[src/rtl/sram_64x32_ctrl.sv]
// Initiator-side controller for the sram_64x32 macro: valid/ready request
// issue, one-cycle-late read capture into a 2-entry response FIFO, and an
// optional zero-fill sweep of the whole macro after reset.
module sram_64x32_ctrl #(
  parameter int BITS       = 32,
  parameter int WORD_DEPTH = 64,
  parameter int ADDR_WIDTH = 6,
  parameter int INIT_ZERO  = 1
) (
  input  logic                  clk,
  input  logic                  rst_n,
  input  logic                  req_valid,
  output logic                  req_ready,
  input  logic                  req_we,
  input  logic [ADDR_WIDTH-1:0] req_addr,
  input  logic [BITS-1:0]       req_wdata,
  input  logic [BITS/8-1:0]     req_be,
  output logic                  rsp_valid,
  input  logic                  rsp_ready,
  output logic [BITS-1:0]       rsp_rdata,
  output logic                  init_done,
  output logic                  sram_ce,
  output logic                  sram_we,
  output logic [ADDR_WIDTH-1:0] sram_addr,
  output logic [BITS-1:0]       sram_wd,
  output logic [BITS-1:0]       sram_w_mask,
  input  logic [BITS-1:0]       sram_rd
);

  localparam int NBE = BITS / 8;

  typedef enum logic [1:0] {S_BOOT, S_INIT, S_RUN} state_t;

  state_t                r_state;
  state_t                w_state_nxt;
  logic [ADDR_WIDTH-1:0] r_cnt;
  logic                  r_inflight;
  logic [BITS-1:0]       r_mem [2];
  logic                  r_wptr;
  logic                  r_rptr;
  logic [1:0]            r_count;

  logic                  w_run;
  logic                  w_fire;
  logic                  w_pop;
  logic                  w_push;
  logic [2:0]            w_credit;
  logic [BITS-1:0]       w_mask;

  assign w_run     = (r_state == S_RUN);
  assign init_done = w_run;
  assign w_fire    = req_valid & req_ready;
  assign w_pop     = rsp_valid & rsp_ready;
  assign w_push    = r_inflight;

  // Slots already committed: buffered + the read about to land, minus the one leaving now.
  assign w_credit  = {1'b0, r_count} + {2'b00, r_inflight} - {2'b00, w_pop};
  assign req_ready = w_run & (w_credit < 3'd2);

  assign rsp_valid = (r_count != 2'd0);
  assign rsp_rdata = r_mem[r_rptr];

  // Expand per-byte enables to a per-bit write mask.
  always_comb begin
    w_mask = '0;
    for (int unsigned i = 0; i < NBE; i++) begin
      w_mask[i*8 +: 8] = {8{req_be[i]}};
    end
  end

  // State register.
  always_ff @(posedge clk or negedge rst_n) begin
    if (!rst_n) r_state <= S_BOOT;
    else        r_state <= w_state_nxt;
  end

  // Next-state and macro port drive.
  always_comb begin
    w_state_nxt = r_state;
    sram_ce     = 1'b0;
    sram_we     = 1'b0;
    sram_addr   = '0;
    sram_wd     = '0;
    sram_w_mask = '0;
    case (r_state)
      S_BOOT: begin
        w_state_nxt = (INIT_ZERO != 0) ? S_INIT : S_RUN;
      end
      S_INIT: begin
        sram_ce     = 1'b1;
        sram_we     = 1'b1;
        sram_addr   = r_cnt;
        sram_w_mask = '1;
        if (r_cnt == ADDR_WIDTH'(WORD_DEPTH - 1)) w_state_nxt = S_RUN;
      end
      S_RUN: begin
        if (w_fire) begin
          sram_ce     = 1'b1;
          sram_we     = req_we;
          sram_addr   = req_addr;
          sram_wd     = req_wdata;
          sram_w_mask = req_we ? w_mask : '0;
        end
      end
      default: w_state_nxt = S_BOOT;
    endcase
  end

  // Zero-fill address counter.
  always_ff @(posedge clk or negedge rst_n) begin
    if (!rst_n)                r_cnt <= '0;
    else if (r_state == S_INIT) r_cnt <= r_cnt + 1'b1;
  end

  // Marks the cycle in which the macro presents read data.
  always_ff @(posedge clk or negedge rst_n) begin
    if (!rst_n) r_inflight <= 1'b0;
    else        r_inflight <= w_fire & ~req_we;
  end

  // Response FIFO storage, pointers and occupancy.
  always_ff @(posedge clk or negedge rst_n) begin
    if (!rst_n) begin
      r_mem[0] <= '0;
      r_mem[1] <= '0;
      r_wptr   <= 1'b0;
      r_rptr   <= 1'b0;
      r_count  <= 2'd0;
    end else begin
      if (w_push) begin
        r_mem[r_wptr] <= sram_rd;
        r_wptr        <= ~r_wptr;
      end
      if (w_pop) r_rptr <= ~r_rptr;
      case ({w_push, w_pop})
        2'b10:   r_count <= r_count + 2'd1;
        2'b01:   r_count <= r_count - 2'd1;
        default: r_count <= r_count;
      endcase
    end
  end

  a_no_overflow: assert property (@(posedge clk) disable iff (!rst_n)
    !(w_push && !w_pop && r_count == 2'd2));

endmodule

[config.mk]
export PLATFORM = sky130hd
export DESIGN_NAME = sram_64x32_ctrl
export DESIGN_NICKNAME = d
export VERILOG_FILES = /design/src/rtl/sram_64x32_ctrl.sv
export SDC_FILE = /design/constraint.sdc
export NUM_CORES = 1
export LEC_CHECK = 0
export ABC_AREA = 1
export CAP_MARGIN = 25
export CORE_UTILIZATION = 60
export CTS_CLUSTER_DIAMETER = 80
export CTS_CLUSTER_SIZE = 12
export DETAILED_ROUTE_END_ITERATION = 7
export DONT_BUFFER_PORTS = 1
export GPL_TIMING_DRIVEN = 0
export PLACE_DENSITY_LB_ADDON = 0.25
export SLEW_MARGIN = 0
export SYNTH_ARGS = -nofsm -noshare
export SYNTH_HDL_FRONTEND = slang
export SYNTH_SLANG_ARGS = --single-unit
[constraint.sdc]
create_clock -name clk -period 6.12 [get_ports clk]
set_clock_uncertainty 0.1 [all_clocks]
set_input_delay 0.918 -clock clk [delete_from_list [all_inputs] [get_ports clk]]
set_output_delay 0.918 -clock clk [all_outputs]
set_load 0.01 [all_outputs]
==> results_dict.tcl, run 1 <==
set metrics [dict create \
    run_status "complete, no violations" \
    post_drt_wl_per_cell_um 13.29 \
    critical_path_required_ns 5.10 \
    worstPathArrival_ns 3.27 \
    power_per_cell_area_nw_per_um2 228.5 \
    numClockSinks 77 \
    die_height_um 85.70 \
    drive_above_1_share_pct 14.14 \
    reg2reg_depth 8 \
    timing.rr.start "r_count[1]$_DFFE_PN0P_" \
    worstSkewPairLatency_ns 0.34 \
    worstReg2RegEnd "r_inflight$_DFF_PN0_" \
    grt_start_max_net_pins 78 \
    start_util_pct 61.86 \
    post-synth-top-area-cell "sky130_fd_sc_hd__dfrtp_1" \
    flow.area_growth_from_synthesis_pct 8.127 \
    finalHoldWorstSlack_ns 0.1499 \
    timing.setup.tns_ns 0 \
    first_global_vias 3066 \
    cts_tree "built" \
    antennaDiodeCount 0 \
    postSynthRegisterBits 77 \
    ctsHoldBuffers 0 \
    period_needed_ns 4.284 \
    cp-start-kind "input port" \
    fp-row-count 30 \
    cts_max_level 3 \
    final-seq-area_um2 1927 \
    place_worst_setup_slack_ns 1.877 \
    post-cts-setup-buffers 0 \
    critical_path.max_fanout 10 \
    regToRegSetupSlack_ns 4.10 \
    crit_end "sram_w_mask[19]" \
    grtUsageTotal_pct 24.56 \
    yosysWarningCount 0 \
    count_of_distinct_cell_types_in_the_synthesized_netlist 25 \
    post_dp_cell_area_um2 4323 \
    synth.avg_cell_area_um2 7.545 \
    slew_viol_final 0 \
    io_buffer_count 0 \
    cts_root_buf "sky130_fd_sc_hd__clkbuf_8" \
    max_cap_viol_count 0 \
    p_leak_nw 2.598 \
    final.period_utilization_pct 70.00 \
    cts-root-to-sink-buffers 2 \
    grt_setup_unrepaired "false" \
    route.final.wire_length_mm 8.888 \
    design.core.area_um2 6794 \
    vdd_drop_max_uv 133.1 \
    synth_area_leaders "sky130_fd_sc_hd__dfrtp_1, sky130_fd_sc_hd__nand2_1, sky130_fd_sc_hd__inv_1" \
    critical_path.cell_chain "nor2_1 -> nand2_1 -> o21ai_0 -> inv_1 -> fa_1 -> nand2_1 -> a21oi_1 -> buf_2 -> nand4_1 -> a21oi_1 -> buf_4" \
    fin_ws_ns 1.836 \
    synth_area_um2 4203 \
    numCtsBuffers 9 \
    multi_input_comb_area_um2 1592 \
    grt_antenna_before_repair 0 \
    fill_cells 585 \
    hold_wc_path_type "in2async" \
    postRouteAntennaNets 0 \
    routed-via-count 3424 \
    dp_hpwl_mm 6.476 \
    detail_routed_via_count_per_cell 5.118 \
    io-pin-count 186 \
    critical_path.endpoint_type "output pin" \
    crit_type "in2out" \
    grt_pass1_wl_mm 14.08 \
    routabilityCongestion 0.7855 \
    crit_path_max_incr_delay_ns 0.57 \
    finish.instance_area_um2 4544 \
    dieWidth_um 85.70 \
    setup_viol_count_final 0 \
    hold_viol 0 \
    layout.nets 652 \
    relSlewSlack_pct 54.11 \
    cts_resized 0 \
    cts.clk_slew.worst_paths_ns 0.09 \
    globalRoute.totalOverflow 0 \
    max_clock_freq_mhz 233.4 \
    synth-seq-area-share_pct 45.85 \
    post-route-drc-count 0 \
    synthesis.nets 641 \
    die_area_um2 7344 \
    detail_route.first_pass.iterations 4 \
    synth.top_cell.area_share_pct 45.85 \
    critical_path.slowest_cell "sky130_fd_sc_hd__a21oi_1" \
    tightest_slew_ns 0.6883 \
    initialDrtViolationCount 205 \
    critical_path.startpoint "rsp_ready" \
    synth_cells 557 \
]
==> synthesized netlist by cell type <==
cell type,n
sky130_fd_sc_hd__a21oi_1,12
sky130_fd_sc_hd__and2_1,1
sky130_fd_sc_hd__buf_1,1
sky130_fd_sc_hd__buf_2,7
sky130_fd_sc_hd__buf_4,28
sky130_fd_sc_hd__buf_6,6
sky130_fd_sc_hd__clkbuf_1,13
sky130_fd_sc_hd__clkinv_1,2
sky130_fd_sc_hd__dfrtp_1,77
sky130_fd_sc_hd__fa_1,1
sky130_fd_sc_hd__ha_1,4
sky130_fd_sc_hd__inv_1,82
sky130_fd_sc_hd__inv_2,1
sky130_fd_sc_hd__nand2_1,191
sky130_fd_sc_hd__nand3_1,4
sky130_fd_sc_hd__nand4_1,12
sky130_fd_sc_hd__nand4_2,1
sky130_fd_sc_hd__nor2_1,40
sky130_fd_sc_hd__nor3_1,1
sky130_fd_sc_hd__o21ai_0,34
sky130_fd_sc_hd__o21ai_1,9
sky130_fd_sc_hd__o21ai_2,23
sky130_fd_sc_hd__or2_1,1
sky130_fd_sc_hd__xnor2_1,2
sky130_fd_sc_hd__xor2_1,4
==> layout by cell type (no fill, tap or decap) <==
| cell type | n |
|---|---|
| sky130_fd_sc_hd__nand2_1 | 191 |
| sky130_fd_sc_hd__inv_1 | 82 |
| sky130_fd_sc_hd__dfrtp_1 | 77 |
| sky130_fd_sc_hd__nor2_1 | 40 |
| sky130_fd_sc_hd__o21ai_0 | 34 |
| sky130_fd_sc_hd__buf_4 | 28 |
| sky130_fd_sc_hd__o21ai_2 | 23 |
| sky130_fd_sc_hd__clkbuf_1 | 14 |
| sky130_fd_sc_hd__a21oi_1 | 12 |
| sky130_fd_sc_hd__nand4_1 | 12 |
| sky130_fd_sc_hd__o21ai_1 | 9 |
| sky130_fd_sc_hd__clkbuf_8 | 9 |
| sky130_fd_sc_hd__buf_2 | 7 |
| sky130_fd_sc_hd__buf_6 | 6 |
| sky130_fd_sc_hd__nand3_1 | 4 |
| sky130_fd_sc_hd__xor2_1 | 4 |
| sky130_fd_sc_hd__ha_1 | 4 |
| sky130_fd_sc_hd__clkinv_1 | 2 |
| sky130_fd_sc_hd__xnor2_1 | 2 |
| sky130_fd_sc_hd__bufinv_16 | 2 |
| sky130_fd_sc_hd__inv_6 | 2 |
| sky130_fd_sc_hd__buf_1 | 1 |
| sky130_fd_sc_hd__nand4_2 | 1 |
| sky130_fd_sc_hd__inv_2 | 1 |
| sky130_fd_sc_hd__and2_1 | 1 |
| sky130_fd_sc_hd__nor3_1 | 1 |
| sky130_fd_sc_hd__or2_1 | 1 |
| sky130_fd_sc_hd__fa_1 | 1 |
| sky130_fd_sc_hd__clkinvlp_4 | 1 |
| sky130_fd_sc_hd__clkinv_4 | 1 |
==> worst min-delay path by stage <==
| stage | to |
|---|---|
| 2_1_floorplan | r_mem[30]$_DFFE_PN0P_ |
| 3_3_place_gp | r_mem[39]$_DFFE_PN0P_ |
| 3_5_place_dp | r_mem[46]$_DFFE_PN0P_ |
| 4_1_cts | r_mem[49]$_DFFE_PN0P_ |
| 5_1_grt | r_mem[59]$_DFFE_PN0P_ |
| 6_report | r_mem[48]$_DFFE_PN0P_ |
==> worst max-delay path: cells and delay by family <==
| kind | cells | cell delay, ns |
|---|---|---|
| and+or+nand+nor | 4 | 0.42 |
| buffers and inverters | 3 | 0.56 |
| AOI/OAI and AO/OA | 3 | 0.88 |
| adders and majority gates | 1 | 0.49 |
==> layout make-up <==
| type | count | area share [%] |
|---|---|---|
| sequential | 77 | 42.40 |
| multi-input combinational | 340 | 35.02 |
| buffer | 55 | 8.040 |
| inverter | 85 | 7.021 |
| clock buffer | 10 | 2.808 |
| tap | 96 | 2.643 |
| clock inverter | 6 | 2.065 |
==> flip-flops by register name, summed over array words and instances, names as in the netlist <==
name	flops
r_state	2
r_wptr	1
r_inflight	1
r_rptr	1
r_count	2
r_cnt	6
r_mem	64
==> metrics by stage <==
stage	total power [mW]	util [%]	cells
after floorplan	0.6032	-	557
after global placement	0.6228	63.63	653
after detailed placement	0.6243	63.63	653
after CTS	1.049	66.89	669
after global routing	1.088	66.89	669
final	1.038	66.89	669
==> where the power goes <==
| part | total, mW | internal (mW) | switching [mW] |
|---|---|---|---|
| Clock | 0.425 | 0.233 | 0.192 |
| Combinational | 0.104 | 0.0247 | 0.0791 |
| Sequential | 0.509 | 0.509 | 0.000153 |
| Total | 1.04 | 0.767 | 0.271 |
==> layer usage <==
metal	vias up	wire, µm	part of all wire (%)	GRT usage, %
li1	1689	-	-	-
met1	1611	4020	45	33.67
met2	112	4259	48	39.13
met3	12	503	5.7	5.967
met4	0	104	1.2	7.121
met5	-	0	0	0
==> kinds of logic after synthesis <==
logic type / Yosys count / share of synthesized area (%)
fa+ha+maj: 5 / 1.667
flops: 77 / 45.85
compound gates: 78 / 11.34
simple gates: 251 / 23.61
xor+xnor: 6 / 1.250
buf+inv: 140 / 16.28
Power figures use the tool's default switching activity.
==> inputs of run 2 (changes only) <==
--- a/config.mk
+++ b/config.mk
@@ -5,9 +5,9 @@
 export SDC_FILE = /design/constraint.sdc
 export NUM_CORES = 1
 export LEC_CHECK = 0
-export ABC_AREA = 1
+export ABC_AREA = 0
 export CAP_MARGIN = 25
-export CORE_UTILIZATION = 60
+export CORE_UTILIZATION = 57
 export CTS_CLUSTER_DIAMETER = 80
 export CTS_CLUSTER_SIZE = 12
 export DETAILED_ROUTE_END_ITERATION = 7
==> constraint.sdc (replaced) <==
create_clock -name clk -period 3.7 [get_ports clk]
set_clock_uncertainty 0.1 [all_clocks]
set_input_delay 0.555 -clock clk [delete_from_list [all_inputs] [get_ports clk]]
set_output_delay 0.555 -clock clk [all_outputs]
set_load 0.01 [all_outputs]
==> run 2 against run 1 <==
The run now ends with negative hold slack left; cell area decreased by 3.7%; area after synthesis decreased by 5.0%; count of clock-buffer cells in the layout unchanged; sequential power increased by 70%; critical endpoint is now sram_w_mask[21]; largest cell class unchanged; largest power group unchanged.
==> results_dict.tcl, run 2 <==
set metrics [dict create \
    cp_top_family "simple AND/OR/NAND/NOR gates" \
    finalHoldWorstSlack_ns -0.005449 \
    die_area_um2 7344 \
    critPathBufInv 2 \
    synthesis.nets 399 \
    postSynthRegisterBits 77 \
    critical_path.endpoint_type "output pin" \
    grt_start_max_net_pins 78 \
    hold_viol 18 \
    critical_path.max_fanout 10 \
    fill_cells 523 \
    synth_area_um2 3993 \
    final.period_utilization_pct 94.02 \
    route.final.wire_length_mm 8.386 \
    io_buffer_count 0 \
    grt_antenna_before_repair 0 \
    critical_path_required_ns 3.04 \
    yosysWarningCount 0 \
    first_global_vias 2305 \
    routabilityCongestion 0.8163 \
    max_cap_viol_count 0 \
    hold_wc_path_type "in2async" \
    period_needed_ns 3.479 \
    relSlewSlack_pct 72.11 \
    cts_max_level 3 \
    asyncSetResetFlopFracSynth_pct 100.0 \
    count_of_distinct_cell_types_in_the_synthesized_netlist 35 \
    crit_type "reg2out" \
    detail_route.first_pass.iterations 4 \
    p_leak_nw 2.085 \
    slew_viol_final 0 \
    cp-start-kind "register" \
    post_layout_nonfiller_instances 429 \
    largest_registers "r_mem x64, r_cnt x6" \
    power_per_cell_area_nw_per_um2 366.2 \
    flow.area_growth_from_synthesis_pct 9.652 \
    final_cell_mix "sky130_fd_sc_hd__mux2_2, sky130_fd_sc_hd__dfrtp_1, sky130_fd_sc_hd__and2_1, sky130_fd_sc_hd__buf_4, sky130_fd_sc_hd__clkbuf_8" \
    synth_area_leaders "sky130_fd_sc_hd__dfrtp_1, sky130_fd_sc_hd__mux2_2, sky130_fd_sc_hd__buf_4" \
    run_status "complete, but fails checks" \
    numClockSinks 77 \
    synth-seq-area-share_pct 48.26 \
    netlist_top_cells_count "sky130_fd_sc_hd__mux2_2, sky130_fd_sc_hd__dfrtp_1, sky130_fd_sc_hd__and2_1" \
    max_clock_freq_mhz 287.5 \
    worstSkewPairLatency_ns 0.34 \
    detail_routed_via_count_per_cell 5.639 \
    cts.clk_slew.worst_paths_ns 0.08 \
    antennaDiodeCount 0 \
    layout.nets 412 \
    setup_viol_count_final 0 \
    post_drt_wl_per_cell_um 19.55 \
    place.detailed.instances 411 \
    start_util_pct 58.77 \
    post_dp_cell_area_um2 4113 \
    finish.instance_area_um2 4378 \
    grt_setup_unrepaired "false" \
    design.core.area_um2 6794 \
    cts-root-to-sink-buffers 2 \
    postRouteAntennaNets 0 \
    numCtsBuffers 9 \
    initialDrtViolationCount 61 \
    most_common_library_cell_in_the_layout_ignoring_fill_and_taps "sky130_fd_sc_hd__mux2_2" \
    globalRoute.totalOverflow 0 \
    drive_above_1_share_pct 48.95 \
    grt_pass1_wl_mm 12.31 \
    routed-via-count 2419 \
    timing.setup.tns_ns 0 \
    post-synth-top-area-cell "sky130_fd_sc_hd__dfrtp_1" \
    cts_tree "built" \
    post-route-drc-count 0 \
    synth_cells 315 \
    worst_path_most_repeated_cell "sky130_fd_sc_hd__buf_4" \
    cts_root_buf "sky130_fd_sc_hd__clkbuf_8" \
    synth.top_cell.area_share_pct 48.26 \
    failed_checks "negative hold slack" \
    fp-row-count 30 \
    post-synth-top-count-cell "sky130_fd_sc_hd__mux2_2" \
    regMostFlops "r_mem" \
    die_height_um 85.70 \
    tightest_slew_ns 0.4184 \
    largest_register_ffs 64 \
    vdd_drop_max_uv 201.0 \
    ys_dominant_reg_cell "sky130_fd_sc_hd__dfrtp_1" \
    io-pin-count 186 \
    critical_path.slowest_cell "sky130_fd_sc_hd__fa_1" \
    number_of_flops_mapped_to_enable_cells_by_yosys 0 \
    dieWidth_um 85.70 \
    crit_path_max_incr_delay_ns 0.48 \
    critical_path.cell_chain "and3b_1 -> a21oi_1 -> nand2b_1 -> fa_1 -> nand2_1 -> nor3b_4 -> buf_4 -> a41o_2 -> buf_4" \
    grtUsageTotal_pct 22.60 \
    synth.avg_cell_area_um2 12.67 \
    worstPathArrival_ns 2.82 \
    dp_hpwl_mm 6.262 \
]
## run 2: changes by cell type after synthesis, moves of 31 or more
| cell | before | now |
|---|---|---|
| sky130_fd_sc_hd__nor2_1 | 40 | 2 |
| sky130_fd_sc_hd__mux2_2 | 0 | 96 |
| sky130_fd_sc_hd__o21ai_0 | 34 | 3 |
| sky130_fd_sc_hd__inv_1 | 82 | 3 |
| sky130_fd_sc_hd__nand2_1 | 191 | 8 |
| sky130_fd_sc_hd__and2_1 | 1 | 33 |
## run 2: worst reg2reg max path, cell delays in order (launching register included)
cell and delay [ns]:
sky130_fd_sc_hd__dfrtp_1 0.47, sky130_fd_sc_hd__and3b_1 0.24, sky130_fd_sc_hd__a21oi_1 0.07, sky130_fd_sc_hd__nand2b_1 0.16, sky130_fd_sc_hd__fa_1 0.48, sky130_fd_sc_hd__nand2_1 0.12
sky130_fd_sc_hd__or3b_2 0.49, sky130_fd_sc_hd__nor2_1 0.10
## run 2: per-layer routing
layer / global-route usage [%] / vias up / wire (µm)
met1: 26.16 / 1219 / 3255
li1: - / 1081 / -
met4: 11.36 / 0 / 160
met2: 38.69 / 107 / 4346
met3: 6.160 / 12 / 624
met5: 0 / - / 0
## run 2: where the power goes
| group | switching [mW] | total, mW | internal, mW |
|---|---|---|---|
| combinational | 0.0205 | 0.0381 | 0.0177 |
| clock | 0.312 | 0.698 | 0.386 |
| sequential | 0.00807 | 0.866 | 0.858 |
## run 2: repair_timing
item	in CTS	in global routing
setup buffers	0	1
endpoints found under the hold margin	77	0
setup endpoints to repair	14	21
hold buffers	1	0
pin swaps	1	1
gates resized for setup	2	1
## run 2: logic make-up (layout without fill, tap and decap cells)
family / Yosys count / count (layout) / synth area share (%)
AO/OA/AOI/OAI: 18 / 18 / 3.510
XOR/XNOR: 9 / 9 / 1.974
adder cells (fa/ha/maj): 5 / 5 / 1.755
buffers and inverters: 50 / 68 / 8.085
flip-flops: 77 / 77 / 48.26
multiplexers: 98 / 98 / 27.64
AND/OR/NAND/NOR: 58 / 58 / 8.775
## run 2: worst paths after layout
kind / depth (start not counted) / end / startpoint / slack, ns
min reg2reg: 1 / r_wptr$_DFFE_PN0P_ / r_wptr$_DFFE_PN0P_ / 0.39
max: 9 / sram_w_mask[21] / r_count[1]$_DFFE_PN0P_ / 0.22
max in group asynchronous: 1 / r_mem[8]$_DFFE_PN0P_ / rst_n / 3.18
min in group clk: 1 / r_inflight$_DFF_PN0_ / req_we / 0.18
max reg2reg: 7 / r_inflight$_DFF_PN0_ / r_count[1]$_DFFE_PN0P_ / 1.39
min: 1 / r_mem[32]$_DFFE_PN0P_ / rst_n / -0.005
## run 2: final cells by class
| type | instances | area, µm² | area share [%] |
|---|---|---|---|
| sequential | 77 | 1927 | 44.01 |
| multi-input combinational | 188 | 1752 | 40.01 |
| buffer | 47 | 311.5 | 7.116 |
| clock buffer | 10 | 127.6 | 2.915 |
| tap | 96 | 120.1 | 2.744 |
| clock inverter | 6 | 93.84 | 2.143 |
| timing repair buffer | 2 | 35.03 | 0.8002 |
| inverter | 3 | 11.26 | 0.2572 |
## run 2: per-stage QoR
| stage | worst slack, ns | util, % | power [mW] | hold WS [ns] |
|---|---|---|---|---|
| 6_report | 0.2213 | 64.44 | 1.603 | -0.005449 |
| 5_1_grt | 0.05052 | 64.44 | 1.664 | 0.009780 |
| 4_1_cts | 0.007311 | 64.31 | 1.625 | 0.0001902 |
| 3_5_place_dp | 0.3084 | 60.53 | 0.9029 | 0.1608 |
| 3_3_place_gp | 0.3285 | 60.53 | 0.9002 | 0.1608 |
| 2_1_floorplan | 0.5332 | - | 0.8981 | 0.1594 |
